[src/rtl/branch_predictor_if.sv]
// Fetch/execute connection bundle for branch_predictor.
// The BP_GSHARE_EN macro adds the pred_ghr and ex_ghr history signals.
interface branch_predictor_if #(
  parameter int IDX_W = 6,
  parameter int CNT_W = 32
);
  logic             f_valid;
  logic             f_stall;
  logic [31:0]      f_pc;
  logic             pred_valid;
  logic             pred_taken;
  logic             ex_valid;
  logic [6:0]       ex_opcode;
  logic [31:0]      ex_pc;
  logic             ex_taken;
  logic             ex_pred_taken;
  logic             mispredict;
  logic [CNT_W-1:0] stat_branches;
  logic [CNT_W-1:0] stat_mispredicts;
`ifdef BP_GSHARE_EN
  logic [IDX_W-1:0] pred_ghr;
  logic [IDX_W-1:0] ex_ghr;
`endif

  // The pipeline drives master. The predictor is the slave.
  modport master (
    output f_valid, f_stall, f_pc, ex_valid, ex_opcode, ex_pc, ex_taken, ex_pred_taken,
`ifdef BP_GSHARE_EN
    output ex_ghr,
    input  pred_ghr,
`endif
    input  pred_valid, pred_taken, mispredict, stat_branches, stat_mispredicts
  );

  modport slave (
    input  f_valid, f_stall, f_pc, ex_valid, ex_opcode, ex_pc, ex_taken, ex_pred_taken,
`ifdef BP_GSHARE_EN
    input  ex_ghr,
    output pred_ghr,
`endif
    output pred_valid, pred_taken, mispredict, stat_branches, stat_mispredicts
  );
endinterface

[src/rtl/branch_predictor.sv]
// Fetch-side 2-bit saturating-counter direction predictor, trained by resolved execute branches.
// Defining BP_GSHARE_EN switches to gshare indexing (PC index XOR global history).
module branch_predictor #(
  parameter int ENTRIES = 64,
  parameter int CNT_W   = 32
) (
  input logic               clk,
  input logic               rst,
  branch_predictor_if.slave bus
);
  localparam int         IDX_W     = $clog2(ENTRIES);
  localparam logic [6:0] OP_BRANCH = 7'b1100011;

  logic             upd;
  logic [IDX_W-1:0] lookup_idx;
  logic [IDX_W-1:0] update_idx;
  logic [ENTRIES-1:0] ctr_msb;

  logic             pred_valid_reg;
  logic             pred_taken_reg;
  logic             mispredict_reg;
  logic [CNT_W-1:0] stat_branches_reg;
  logic [CNT_W-1:0] stat_mispredicts_reg;

  assign upd = bus.ex_valid && (bus.ex_opcode == OP_BRANCH);

`ifdef BP_GSHARE_EN
  logic [IDX_W-1:0] ghr_reg;
  logic [IDX_W-1:0] pred_ghr_reg;

  assign lookup_idx = bus.f_pc[IDX_W+1:2] ^ ghr_reg;
  assign update_idx = bus.ex_pc[IDX_W+1:2] ^ bus.ex_ghr;

  always_ff @(posedge clk) begin
    if (rst) begin
      ghr_reg <= '0;
    end else if (upd) begin
      ghr_reg <= {ghr_reg[IDX_W-2:0], bus.ex_taken};
    end
  end

  // The history snapshot follows pred_taken so execute can train the same entry.
  always_ff @(posedge clk) begin
    if (rst) begin
      pred_ghr_reg <= '0;
    end else if (!bus.f_stall) begin
      pred_ghr_reg <= bus.f_valid ? ghr_reg : '0;
    end
  end

  assign bus.pred_ghr = pred_ghr_reg;
`else
  assign lookup_idx = bus.f_pc[IDX_W+1:2];
  assign update_idx = bus.ex_pc[IDX_W+1:2];
`endif

  // One saturating counter per entry. Only bit[1] is needed on the read side.
  generate
    for (genvar gi = 0; gi < ENTRIES; gi++) begin : g_ctr
      logic [1:0] ctr_reg;

      always_ff @(posedge clk) begin
        if (rst) begin
          ctr_reg <= 2'b01;
        end else if (upd && (update_idx == IDX_W'(gi))) begin
          if (bus.ex_taken && (ctr_reg != 2'b11)) begin
            ctr_reg <= ctr_reg + 2'd1;
          end else if (!bus.ex_taken && (ctr_reg != 2'b00)) begin
            ctr_reg <= ctr_reg - 2'd1;
          end
        end
      end

      assign ctr_msb[gi] = ctr_reg[1];
    end
  endgenerate

  // The read samples the pre-edge counter, so a same-edge update is not visible yet.
  always_ff @(posedge clk) begin
    if (rst) begin
      pred_valid_reg <= 1'b0;
      pred_taken_reg <= 1'b0;
    end else if (!bus.f_stall) begin
      pred_valid_reg <= bus.f_valid;
      pred_taken_reg <= bus.f_valid && ctr_msb[lookup_idx];
    end
  end

  always_ff @(posedge clk) begin
    if (rst) begin
      mispredict_reg       <= 1'b0;
      stat_branches_reg    <= '0;
      stat_mispredicts_reg <= '0;
    end else begin
      mispredict_reg <= upd && (bus.ex_taken != bus.ex_pred_taken);
      if (upd && (stat_branches_reg != '1)) begin
        stat_branches_reg <= stat_branches_reg + 1'b1;
      end
      if (upd && (bus.ex_taken != bus.ex_pred_taken) && (stat_mispredicts_reg != '1)) begin
        stat_mispredicts_reg <= stat_mispredicts_reg + 1'b1;
      end
    end
  end

  assign bus.pred_valid       = pred_valid_reg;
  assign bus.pred_taken       = pred_taken_reg;
  assign bus.mispredict       = mispredict_reg;
  assign bus.stat_branches    = stat_branches_reg;
  assign bus.stat_mispredicts = stat_mispredicts_reg;
endmodule
[src/flat_wrapper.sv]
// flat-port wrapper written by rule: the top's interface ports become plain ports
module branch_predictor_flat 
#(
  parameter int ENTRIES = 64,
  parameter int CNT_W   = 32
)
  (clk, rst, bus_f_valid, bus_f_stall, bus_f_pc, bus_ex_valid, bus_ex_opcode, bus_ex_pc, bus_ex_taken, bus_ex_pred_taken, bus_pred_valid, bus_pred_taken, bus_mispredict, bus_stat_branches, bus_stat_mispredicts);
  branch_predictor_if #(.CNT_W(CNT_W)) bus_i ();
  input logic clk;
  input logic rst;
  input wire logic [$bits(bus_i.f_valid)-1:0] bus_f_valid;
  input wire logic [$bits(bus_i.f_stall)-1:0] bus_f_stall;
  input wire logic [$bits(bus_i.f_pc)-1:0] bus_f_pc;
  input wire logic [$bits(bus_i.ex_valid)-1:0] bus_ex_valid;
  input wire logic [$bits(bus_i.ex_opcode)-1:0] bus_ex_opcode;
  input wire logic [$bits(bus_i.ex_pc)-1:0] bus_ex_pc;
  input wire logic [$bits(bus_i.ex_taken)-1:0] bus_ex_taken;
  input wire logic [$bits(bus_i.ex_pred_taken)-1:0] bus_ex_pred_taken;
  output wire logic [$bits(bus_i.pred_valid)-1:0] bus_pred_valid;
  output wire logic [$bits(bus_i.pred_taken)-1:0] bus_pred_taken;
  output wire logic [$bits(bus_i.mispredict)-1:0] bus_mispredict;
  output wire logic [$bits(bus_i.stat_branches)-1:0] bus_stat_branches;
  output wire logic [$bits(bus_i.stat_mispredicts)-1:0] bus_stat_mispredicts;
  assign bus_i.f_valid = bus_f_valid;
  assign bus_i.f_stall = bus_f_stall;
  assign bus_i.f_pc = bus_f_pc;
  assign bus_i.ex_valid = bus_ex_valid;
  assign bus_i.ex_opcode = bus_ex_opcode;
  assign bus_i.ex_pc = bus_ex_pc;
  assign bus_i.ex_taken = bus_ex_taken;
  assign bus_i.ex_pred_taken = bus_ex_pred_taken;
  assign bus_pred_valid = bus_i.pred_valid;
  assign bus_pred_taken = bus_i.pred_taken;
  assign bus_mispredict = bus_i.mispredict;
  assign bus_stat_branches = bus_i.stat_branches;
  assign bus_stat_mispredicts = bus_i.stat_mispredicts;
  branch_predictor #(.ENTRIES(ENTRIES), .CNT_W(CNT_W)) u_core (.clk(clk), .rst(rst), .bus(bus_i));
endmodule
[config.mk]
export PLATFORM = sky130hd
export DESIGN_NAME = branch_predictor_flat
export DESIGN_NICKNAME = d
export VERILOG_FILES = /design/src/rtl/branch_predictor_if.sv /design/src/rtl/branch_predictor.sv /design/src/flat_wrapper.sv
export SDC_FILE = /design/constraint.sdc
export NUM_CORES = 1
export LEC_CHECK = 0
export BUFFER_PORTS_ARGS = -buffer_cell sky130_fd_sc_hd__buf_4
export CAP_MARGIN = 20
export CORE_ASPECT_RATIO = 0.5
export CORE_UTILIZATION = 34
export DETAILED_ROUTE_END_ITERATION = 6
export PLACE_DENSITY_LB_ADDON = 0.3
export SLEW_MARGIN = 20
export SYNTH_ARGS = -nofsm -noshare
export SYNTH_HDL_FRONTEND = slang
export SYNTH_SLANG_ARGS = --single-unit
[constraint.sdc]
create_clock -name clk -period 2.3 [get_ports clk]
set_input_delay 0 -clock clk [delete_from_list [all_inputs] [get_ports clk]]
set_output_delay 0 -clock clk [all_outputs]
set_load 0.005 [all_outputs]
==> results.json, run 1 <==
{
  "status": "finished clean",
  "drt_iter0_drc": 862,
  "core.rowCount": 44,
  "cts_root_buf": "sky130_fd_sc_hd__clkbuf_16",
  "post-synth-top-area-fraction_pct": 37.6,
  "timing.final.max_slew_violations": 0,
  "globalRoute.totalOverflow": 0,
  "number_of_global_route_vias_before_repair": 9394,
  "number_of_vias_in_the_routed_layout": 10100,
  "totalWireLength_microns": 29000,
  "netlist_top_cells_area": "sky130_fd_sc_hd__dfxtp_1 38%, sky130_fd_sc_hd__nor2_1 7.2%, sky130_fd_sc_hd__a21oi_1 6.1%",
  "yosysTopAreaCell": "sky130_fd_sc_hd__dfxtp_1",
  "final_common_cell": "sky130_fd_sc_hd__nor2_1",
  "r2r_start": "u_core.bus.stat_branches[9]",
  "antenna_found_initial": 0,
  "grt_start_max_net_pins": 94,
  "top_level_ports": 145,
  "finalWorstPathRequiredPeriod_ns": 2.11,
  "worst_r2r_path_depth": 6,
  "cts.clk_slew.worst_paths_ns": 0.08,
  "numPlacedInstances": 1750,
  "setup_viol_count_final": 0,
  "synthesis.area_sq_um": 10400,
  "place.gp.congestion": 0.803,
  "synth_area_per_cell_sq_um": 7.92,
  "pwr_density_cell_nw_per_um2": 570,
  "r2r_setup_slack_ns": 0.19,
  "post_route_cells_drive_above_1_share_pct": 15.0,
  "drc_errors": 0,
  "hold_path_end": "u_core.bus.stat_branches[4]",
  "max-slew-margin-rel_pct": 47.6,
  "place.detailed.hpwl_microns": 19800,
  "mostFrequentLayoutCells": "199 x sky130_fd_sc_hd__nor2_1, 195 x sky130_fd_sc_hd__dfxtp_1, 133 x sky130_fd_sc_hd__buf_4",
  "synthesis.nets": 1390,
  "dpl-instance-area_sq_um": 11600,
  "ant_nets": 0,
  "final.setup.tns_ns": 0,
  "ys.warnings.count": 0,
  "die_span_in_x_microns": 249,
  "asyncSetResetFlopFracSynth_pct": 0,
  "synth_edf_count": 0,
  "critical_path_class": "reg -> reg",
  "holdCritStartpoint": "rst",
  "synth.distinct_cells": 57,
  "antennaDiodeCount": 0,
  "cp-start-kind": "flop",
  "worst-endpoint-required_ns": 2.62,
  "power_leakage_uw": 0.00420,
  "post_layout_nonfiller_instances": 1787,
  "final.period_utilization_pct": 91.6,
  "floorplan.initialDensity_pct": 35.1,
  "route.detailed.wl_per_inst_microns": 16.2,
  "worst_ep_arrival_time_ns": 2.42,
  "grt_first_pass_wirelength_microns": 46700,
  "n_fill_cell": 2920,
  "post-route-util_pct": 41.4,
  "synth-main-ff-cell": "sky130_fd_sc_hd__dfxtp_1",
  "end_kind": "flop",
  "synth_sequential_area_ratio_pct": 37.6,
  "cell_area_after_layout_sq_um": 12200,
  "clkSinkCount": 195,
  "hold_violations": 0,
  "worst_margin_slew_ns": 0.786,
  "sequential_cell_area_sq_um": 3900,
  "grt_setup_unrepaired": "no",
  "yosys_register_bits": 195,
  "hold_crit_path_type": "in -> reg",
  "crit_fanout": 7,
  "max_clock_freq_ghz": 0.475,
  "tritoncts": "yes",
  "vdd.ir_drop.worst_uv": 448,
  "buffer_ports.inserted": 92,
  "cts_max_path_buffers": 2,
  "largest_register_ffs": 128,
  "area.growth.synth_to_final_pct": 17.9,
  "die_height_microns": 125,
  "die_area_sq_um": 31200,
  "coreArea_sq_um": 29500,
  "timing.rr.end": "u_core.bus.stat_branches[13]",
  "dr.pass1.iters": 5,
  "totalPowerFinal_uw": 6970,
  "route.detailed.vias_per_inst": 5.66,
  "clock_insertion_delay_worst_skew_ns": 0.45,
  "final_layout_net_count": 1463,
  "tritoncts_buffer_count": 17,
  "globalRouteTotalUtil_pct": 18.2,
  "cts.htree.levels": 4,
  "holdPathStages": 2,
  "final.setup_skew_ns": 0.0119,
  "max_cap_viol_count": 0,
  "synthesized_instance_count": 1310,
  "multiInputGateArea_sq_um": 6110
}
-- synthesized netlist by cell type (7+ instances only) --
master and n:
sky130_fd_sc_hd__nor2_1 199, sky130_fd_sc_hd__dfxtp_1 195, sky130_fd_sc_hd__a21oi_1 127, sky130_fd_sc_hd__o21ai_0 124, sky130_fd_sc_hd__nor3_1 92, sky130_fd_sc_hd__clkbuf_1 67, sky130_fd_sc_hd__nand3_1 55, sky130_fd_sc_hd__nand2_1 51
sky130_fd_sc_hd__nand2b_1 43, sky130_fd_sc_hd__o31ai_1 33, sky130_fd_sc_hd__xnor2_1 33, sky130_fd_sc_hd__nand4_1 29, sky130_fd_sc_hd__a21o_1 25, sky130_fd_sc_hd__a211o_1 23, sky130_fd_sc_hd__o221ai_1 19, sky130_fd_sc_hd__xor2_1 15
sky130_fd_sc_hd__mux4_2 14, sky130_fd_sc_hd__o21bai_1 14, sky130_fd_sc_hd__and3_1 12, sky130_fd_sc_hd__and4_1 11, sky130_fd_sc_hd__mux2i_1 11, sky130_fd_sc_hd__a31oi_1 10, sky130_fd_sc_hd__or3_1 10, sky130_fd_sc_hd__buf_2 9
sky130_fd_sc_hd__nor2b_1 9, sky130_fd_sc_hd__and2_1 7, sky130_fd_sc_hd__mux2_2 7, sky130_fd_sc_hd__or4_1 7
-- repair_timing --
item | 4_1_cts | 5_1_grt
resized for setup | 0 | 1
buffers inserted | 0 | 2
setup endpoints to repair | 0 | 8
endpoints found under the hold margin | 2 | 0
hold buffers | 3 | 0
-- metrics by stage --
step                      setup WS, ns  hold WS [ns]
final                            0.194        0.0111
after global routing            0.0429        0.0423
after CTS                        0.127       0.00904
after detailed placement         0.142         0.266
after global placement           0.143         0.247
after floorplan                  0.188         0.136
-- power by group --
| group | switching [uW] | internal (uW) |
|---|---|---|
| clock | 1460 | 1750 |
| sequential | 5.04 | 3380 |
| combinational | 263 | 114 |
| total | 1730 | 5240 |
-- how the worst max path moves through the flow --
stage,startpoint,endpoint,slack [ns],cells after the start
final,u_core.bus.stat_branches[9],u_core.bus.stat_branches[13],0.19,6
after floorplan,u_core.bus.stat_mispredicts[0],u_core.bus.stat_mispredicts[12],0.19,7
after detailed placement,u_core.bus.stat_branches[9],u_core.bus.stat_branches[13],0.14,6
after global routing,u_core.bus.stat_mispredicts[0],u_core.bus.stat_mispredicts[16],0.04,7
after CTS,u_core.bus.stat_branches[9],u_core.bus.stat_branches[13],0.13,6
after global placement,u_core.bus.stat_branches[9],u_core.bus.stat_branches[11],0.14,6
-- critical path, stage by stage, from the launching register on --
cell                       delay [ns]
sky130_fd_sc_hd__dfxtp_1         0.43
sky130_fd_sc_hd__nand4_1         0.23
sky130_fd_sc_hd__or4_1           0.63
sky130_fd_sc_hd__o311ai_4        0.38
sky130_fd_sc_hd__nor3_1          0.10
sky130_fd_sc_hd__xnor2_1         0.15
sky130_fd_sc_hd__nor2_1          0.05
-- kinds of logic (layout without fill, tap and decap cells) --
logic type / after synthesis / after routing / synth area share (%)
buffers and inverters: 91 / 177 / 3.51
multiplexers: 32 / 32 / 4.86
XOR/XNOR: 48 / 48 / 4.05
AND/OR/NAND/NOR: 553 / 553 / 27.0
AO/OA/AOI/OAI: 389 / 389 / 22.7
flip-flops: 195 / 195 / 37.6
adder cells (fa/ha/maj): 2 / 2 / 0.241
-- metal layers --
metal | vias to the layer above | wire length [microns] | part of all wire, % | track usage, %
met4 | 0 | 478 | 1.6 | 7.09
li1 | 4945 | - | - | -
met5 | - | 0 | 0 | 0
met3 | 38 | 1080 | 3.7 | 2.77
met2 | 232 | 13900 | 48 | 30.7
met1 | 4907 | 13500 | 47 | 23.4
-- cell type report --
class                   count  area share (%)
clock inverters            15            1.58
repair buffers            139            8.83
multi-input cells        1024            50.0
flip-flops and latches    195            31.9
inverters                   6           0.184
well taps                 391            4.00
clock buffers              17            3.48
Note: power is estimated with default switching activity, not from simulation.
==> run 2: changes to the inputs <==
clock period = 1.95 ns   (was 2.3 ns; I/O delays follow)
==> results.json, run 2 (synthesized netlist as in run 1, its figures left out) <==
{
  "final.period_utilization_pct": 97.1,
  "final_common_cell": "sky130_fd_sc_hd__buf_4",
  "pwr_density_cell_nw_per_um2": 632,
  "globalRoute.totalOverflow": 0,
  "core.rowCount": 44,
  "end_kind": "flop",
  "mostFrequentLayoutCells": "211 x sky130_fd_sc_hd__buf_4, 197 x sky130_fd_sc_hd__nor2_1, 191 x sky130_fd_sc_hd__dfxtp_1",
  "die_span_in_x_microns": 249,
  "drt_iter0_drc": 833,
  "power_leakage_uw": 0.00469,
  "die_area_sq_um": 31200,
  "numPlacedInstances": 1830,
  "cp-start-kind": "flop",
  "post_route_cells_drive_above_1_share_pct": 21.0,
  "final_layout_net_count": 1547,
  "floorplan.initialDensity_pct": 35.1,
  "timing.final.max_slew_violations": 0,
  "critical_path_class": "reg -> reg",
  "antennaDiodeCount": 0,
  "ant_nets": 0,
  "place.gp.congestion": 0.838,
  "final.setup_skew_ns": 0.00762,
  "cts_max_path_buffers": 2,
  "max_clock_freq_ghz": 0.528,
  "top_level_ports": 145,
  "route.detailed.wl_per_inst_microns": 16.5,
  "tritoncts_buffer_count": 17,
  "area.growth.synth_to_final_pct": 25.4,
  "place.detailed.hpwl_microns": 21300,
  "cts.htree.levels": 4,
  "number_of_vias_in_the_routed_layout": 10600,
  "cts_root_buf": "sky130_fd_sc_hd__clkbuf_16",
  "buffer_ports.inserted": 92,
  "die_height_microns": 125,
  "route.detailed.vias_per_inst": 5.64,
  "clock_insertion_delay_worst_skew_ns": 0.45,
  "post-route-util_pct": 44.1,
  "timing.critical_path.cells": "mux4_2 -> mux2i_1 -> buf_4 -> a221oi_1 -> a22o_1 -> nand3b_1 -> a21oi_1",
  "hold_crit_path_type": "in -> reg",
  "finalWorstPathRequiredPeriod_ns": 1.89,
  "hold_violations": 0,
  "drc_errors": 0,
  "post_layout_nonfiller_instances": 1871,
  "n_fill_cell": 2898,
  "r2r_setup_slack_ns": 0.06,
  "grt_start_max_net_pins": 104,
  "max_stage_delay_ns": 0.48,
  "vdd.ir_drop.worst_uv": 472,
  "worst-endpoint-required_ns": 2.28,
  "number_of_global_route_vias_before_repair": 10100,
  "largest_register_ffs": 128,
  "status": "finished clean",
  "worst_margin_slew_ns": 0.570,
  "setup_viol_count_final": 0,
  "coreArea_sq_um": 29500,
  "antenna_found_initial": 0,
  "totalWireLength_microns": 30800,
  "globalRouteTotalUtil_pct": 19.3,
  "cts.clk_slew.worst_paths_ns": 0.08,
  "crit_fanout": 5,
  "tritoncts": "yes",
  "grt_setup_unrepaired": "yes",
  "cell_at_the_slowest_stage_of_the_critical_path": "sky130_fd_sc_hd__mux4_2",
  "grt_first_pass_wirelength_microns": 49600,
  "clkSinkCount": 195,
  "worst_ep_arrival_time_ns": 2.23,
  "dr.pass1.iters": 7,
  "max_cap_viol_count": 0,
  "max-slew-margin-rel_pct": 62.0
}
[run 2: changes by cell type in the layout (fill, tap and decap cells not counted), moves of 4 or more]
| cell | previous run | this run |
|---|---|---|
| sky130_fd_sc_hd__buf_4 | 133 | 211 |
| sky130_fd_sc_hd__dfxtp_1 | 195 | 191 |
| sky130_fd_sc_hd__dfxtp_2 | 0 | 4 |
| sky130_fd_sc_hd__buf_12 | 2 | 6 |
| sky130_fd_sc_hd__nor3_1 | 92 | 88 |
[run 2: stage by stage]
step           total power (uW)  TNS (ns)  area, sq um  hold slack [ns]  setup slack [ns]
4_1_cts                    8270         0        12900           0.0307           0.00895
6_report                   8220         0        13000           0.0428            0.0568
2_1_floorplan              4360         0        10400            0.136           0.00118
3_5_place_dp               4560    -0.230        12200            0.270           -0.0743
5_1_grt                    8480    -0.137        13000            0.100           -0.0409
3_3_place_gp               4540         0        12200            0.242            0.0219
[run 2: path summary, 6_finish.rpt]
| check | start | endpoint | cells after the start |
|---|---|---|---|
| min reg2reg | u_core.bus.pred_taken | u_core.bus.pred_taken | 2 |
| max | u_core.g_ctr[7].ctr_reg[1] | u_core.bus.pred_taken | 7 |
| min | bus_ex_pc[7] | u_core.g_ctr[26].ctr_reg[0] | 5 |
| max reg2reg | u_core.g_ctr[7].ctr_reg[1] | u_core.bus.pred_taken | 7 |
[run 2: routing by layer]
| metal | vias up | part of all wire (%) | wire length [microns] | global-route usage, % |
|---|---|---|---|---|
| met2 | 289 | 49 | 15000 | 33.2 |
| li1 | 5106 | - | - | - |
| met1 | 5116 | 45 | 13700 | 24.1 |
| met3 | 44 | 5.0 | 1540 | 3.39 |
| met5 | - | 0 | 0 | 0 |
| met4 | 0 | 1.7 | 533 | 7.34 |
[run 2: what timing repair did]
item | 4_1_cts | 5_1_grt
endpoints found under the hold margin | 23 | 0
hold buffers | 4 | 0
gates resized for setup | 0 | 23
endpoints found under the setup margin | 0 | 37
setup buffers | 0 | 5
[run 2: critical path, delay by kind of cell, from the launching register on]
kind | cells | cell delay (ns)
muxes | 2 | 0.70
AOI/OAI and AO/OA | 3 | 0.42
DFF | 1 | 0.37
buffers and inverters | 1 | 0.16
and+or+nand+nor | 1 | 0.11
[run 2: report_power, final]
group | total (uW) | internal (uW) | switching [uW]
Clock | 3750 | 2080 | 1670
Combinational | 484 | 162 | 323
Sequential | 3990 | 3980 | 5.96
Total | 8220 | 6220 | 2000
[run 2: final cells by class]
| cell class | instances | area [sq um] | share of cell area (%) |
|---|---|---|---|
| well taps | 391 | 489 | 3.76 |
| inverters | 6 | 22.5 | 0.173 |
| flip-flops and latches | 195 | 3910 | 30.1 |
| repair buffers | 223 | 1770 | 13.6 |
| multi-input cells | 1024 | 6200 | 47.7 |
| clock inverters | 14 | 175 | 1.35 |
| clock buffers | 18 | 439 | 3.38 |
==> run 3: changes to the inputs <==
clock period = 2 ns   (was 1.95 ns; I/O delays follow)
==> results.json, run 3 (synthesized netlist as in run 1, its figures left out) <==
{
  "path_buf_inv": 1,
  "area.growth.synth_to_final_pct": 22.0,
  "critical_path_class": "reg -> reg",
  "ant_nets": 0,
  "final.setup_skew_ns": 0.00952,
  "die_span_in_x_microns": 249,
  "number_of_vias_in_the_routed_layout": 10400,
  "post_route_cells_drive_above_1_share_pct": 19.0,
  "timing.final.max_slew_violations": 0,
  "post_layout_nonfiller_instances": 1841,
  "place_ws_ns": -0.00406,
  "dpl-instance-area_sq_um": 12000,
  "numPlacedInstances": 1806,
  "max-slew-margin-rel_pct": 52.7,
  "max_stage_delay_ns": 0.49,
  "core.rowCount": 44,
  "vdd.ir_drop.worst_uv": 510,
  "max_clock_freq_ghz": 0.523,
  "top_level_ports": 145,
  "place.detailed.hpwl_microns": 21000,
  "cts.htree.levels": 4,
  "grt_first_pass_wirelength_microns": 49400,
  "power_leakage_uw": 0.00445,
  "timing.critical_path.cells": "mux4_2 -> mux2i_1 -> buf_4 -> a221oi_1 -> a22o_2 -> nand3b_1 -> a21oi_1",
  "worst_margin_slew_ns": 0.709,
  "largest_register_ffs": 128,
  "category_of_cells_accounting_for_the_largest_share_of_critical_path_delay": "multiplexers",
  "die_height_microns": 125,
  "n_fill_cell": 2957,
  "use_met1_pct": 23.9,
  "buffer_ports.inserted": 92,
  "finalWorstPathRequiredPeriod_ns": 1.91,
  "dr.pass1.iters": 5,
  "clkSinkCount": 195,
  "status": "finished clean",
  "final.period_utilization_pct": 95.6,
  "mostFrequentLayoutCells": "198 x sky130_fd_sc_hd__nor2_1, 194 x sky130_fd_sc_hd__dfxtp_1, 185 x sky130_fd_sc_hd__buf_4",
  "number_of_global_route_vias_before_repair": 10100,
  "floorplan.initialDensity_pct": 35.1,
  "tritoncts_buffer_count": 17,
  "worst-endpoint-required_ns": 2.30,
  "globalRouteTotalUtil_pct": 19.3,
  "clock_insertion_delay_worst_skew_ns": 0.45,
  "die_area_sq_um": 31200,
  "place.gp.congestion": 0.913,
  "cts_root_buf": "sky130_fd_sc_hd__clkbuf_16",
  "max_cap_viol_count": 0,
  "tritoncts": "yes",
  "route.detailed.vias_per_inst": 5.65,
  "coreArea_sq_um": 29500,
  "grt_start_max_net_pins": 100,
  "cell_at_the_slowest_stage_of_the_critical_path": "sky130_fd_sc_hd__mux4_2",
  "crit_fanout": 5,
  "totalWireLength_microns": 30400,
  "antenna_found_initial": 0,
  "end_kind": "flop",
  "cts.clk_slew.worst_paths_ns": 0.07,
  "globalRoute.busiestLayer": "met2",
  "route.detailed.wl_per_inst_microns": 16.5,
  "final_layout_net_count": 1517,
  "post-route-util_pct": 42.9,
  "cell_area_after_layout_sq_um": 12600,
  "drc_errors": 0,
  "setup_viol_count_final": 0,
  "hold_violations": 0,
  "hold_crit_path_type": "in -> reg",
  "antennaDiodeCount": 0,
  "worst_ep_arrival_time_ns": 2.22,
  "grt_util_met3_pct": 2.50,
  "cp-start-kind": "flop",
  "cts_setup_buffers": 0,
  "use_met2_pct": 34.1,
  "drt_iter0_drc": 697,
  "cts_max_path_buffers": 2,
  "globalRoute.totalOverflow": 0,
  "final_common_cell": "sky130_fd_sc_hd__nor2_1",
  "pwr_density_cell_nw_per_um2": 615,
  "setup_ws_ns": 0.0883
}
[run 3: through the flow]
step | setup TNS, ns | hold WS, ns | power, uW
2_1_floorplan | 0 | 0.136 | 4250
3_3_place_gp | 0 | 0.247 | 4430
3_5_place_dp | -0.00451 | 0.266 | 4440
4_1_cts | 0 | 0.0380 | 7850
5_1_grt | -0.0366 | 0.0640 | 8040
6_report | 0 | 0.0368 | 7780
[run 3: layer usage]
metal,vias to the layer above,routed length (microns)
met5,-,0
met4,0,610
met3,37,1190
met2,242,14900
met1,5074,13700
li1,5048,-
[run 3: final cells by class]
| class | count | area [sq um] | area share, % |
|---|---|---|---|
| Multi-Input combinational cell | 1024 | 6150 | 48.7 |
| Sequential cell | 195 | 3910 | 30.9 |
| Timing Repair Buffer | 193 | 1510 | 11.9 |
| Tap cell | 391 | 489 | 3.87 |
| Clock buffer | 19 | 443 | 3.50 |
| Clock inverter | 13 | 125 | 0.989 |
| Inverter | 6 | 22.5 | 0.178 |
[run 3: worst paths after layout]
kind / slack [ns] / cells after the start / from / to
setup / recovery: 0.09 / 7 / u_core.g_ctr[23].ctr_reg[1] / u_core.bus.pred_taken
hold / removal: 0.04 / 2 / rst / u_core.bus.stat_branches[6]
setup reg to reg: 0.09 / 7 / u_core.g_ctr[23].ctr_reg[1] / u_core.bus.pred_taken
hold reg to reg: 0.48 / 2 / u_core.bus.pred_taken / u_core.bus.pred_taken
[run 3: repair_timing]
action / CTS / global route
hold endpoints to repair: 2 / 0
endpoints found under the setup margin: 0 / 22
gates resized for setup: 0 / 12
hold buffers: 3 / 0
[run 3: where the power goes]
group          switching (uW)  total [uW]  internal [uW]
combinational             314         467            153
clock                    1640        3420           1770
sequential               5.65        3890           3880
total                    1960        7780           5810
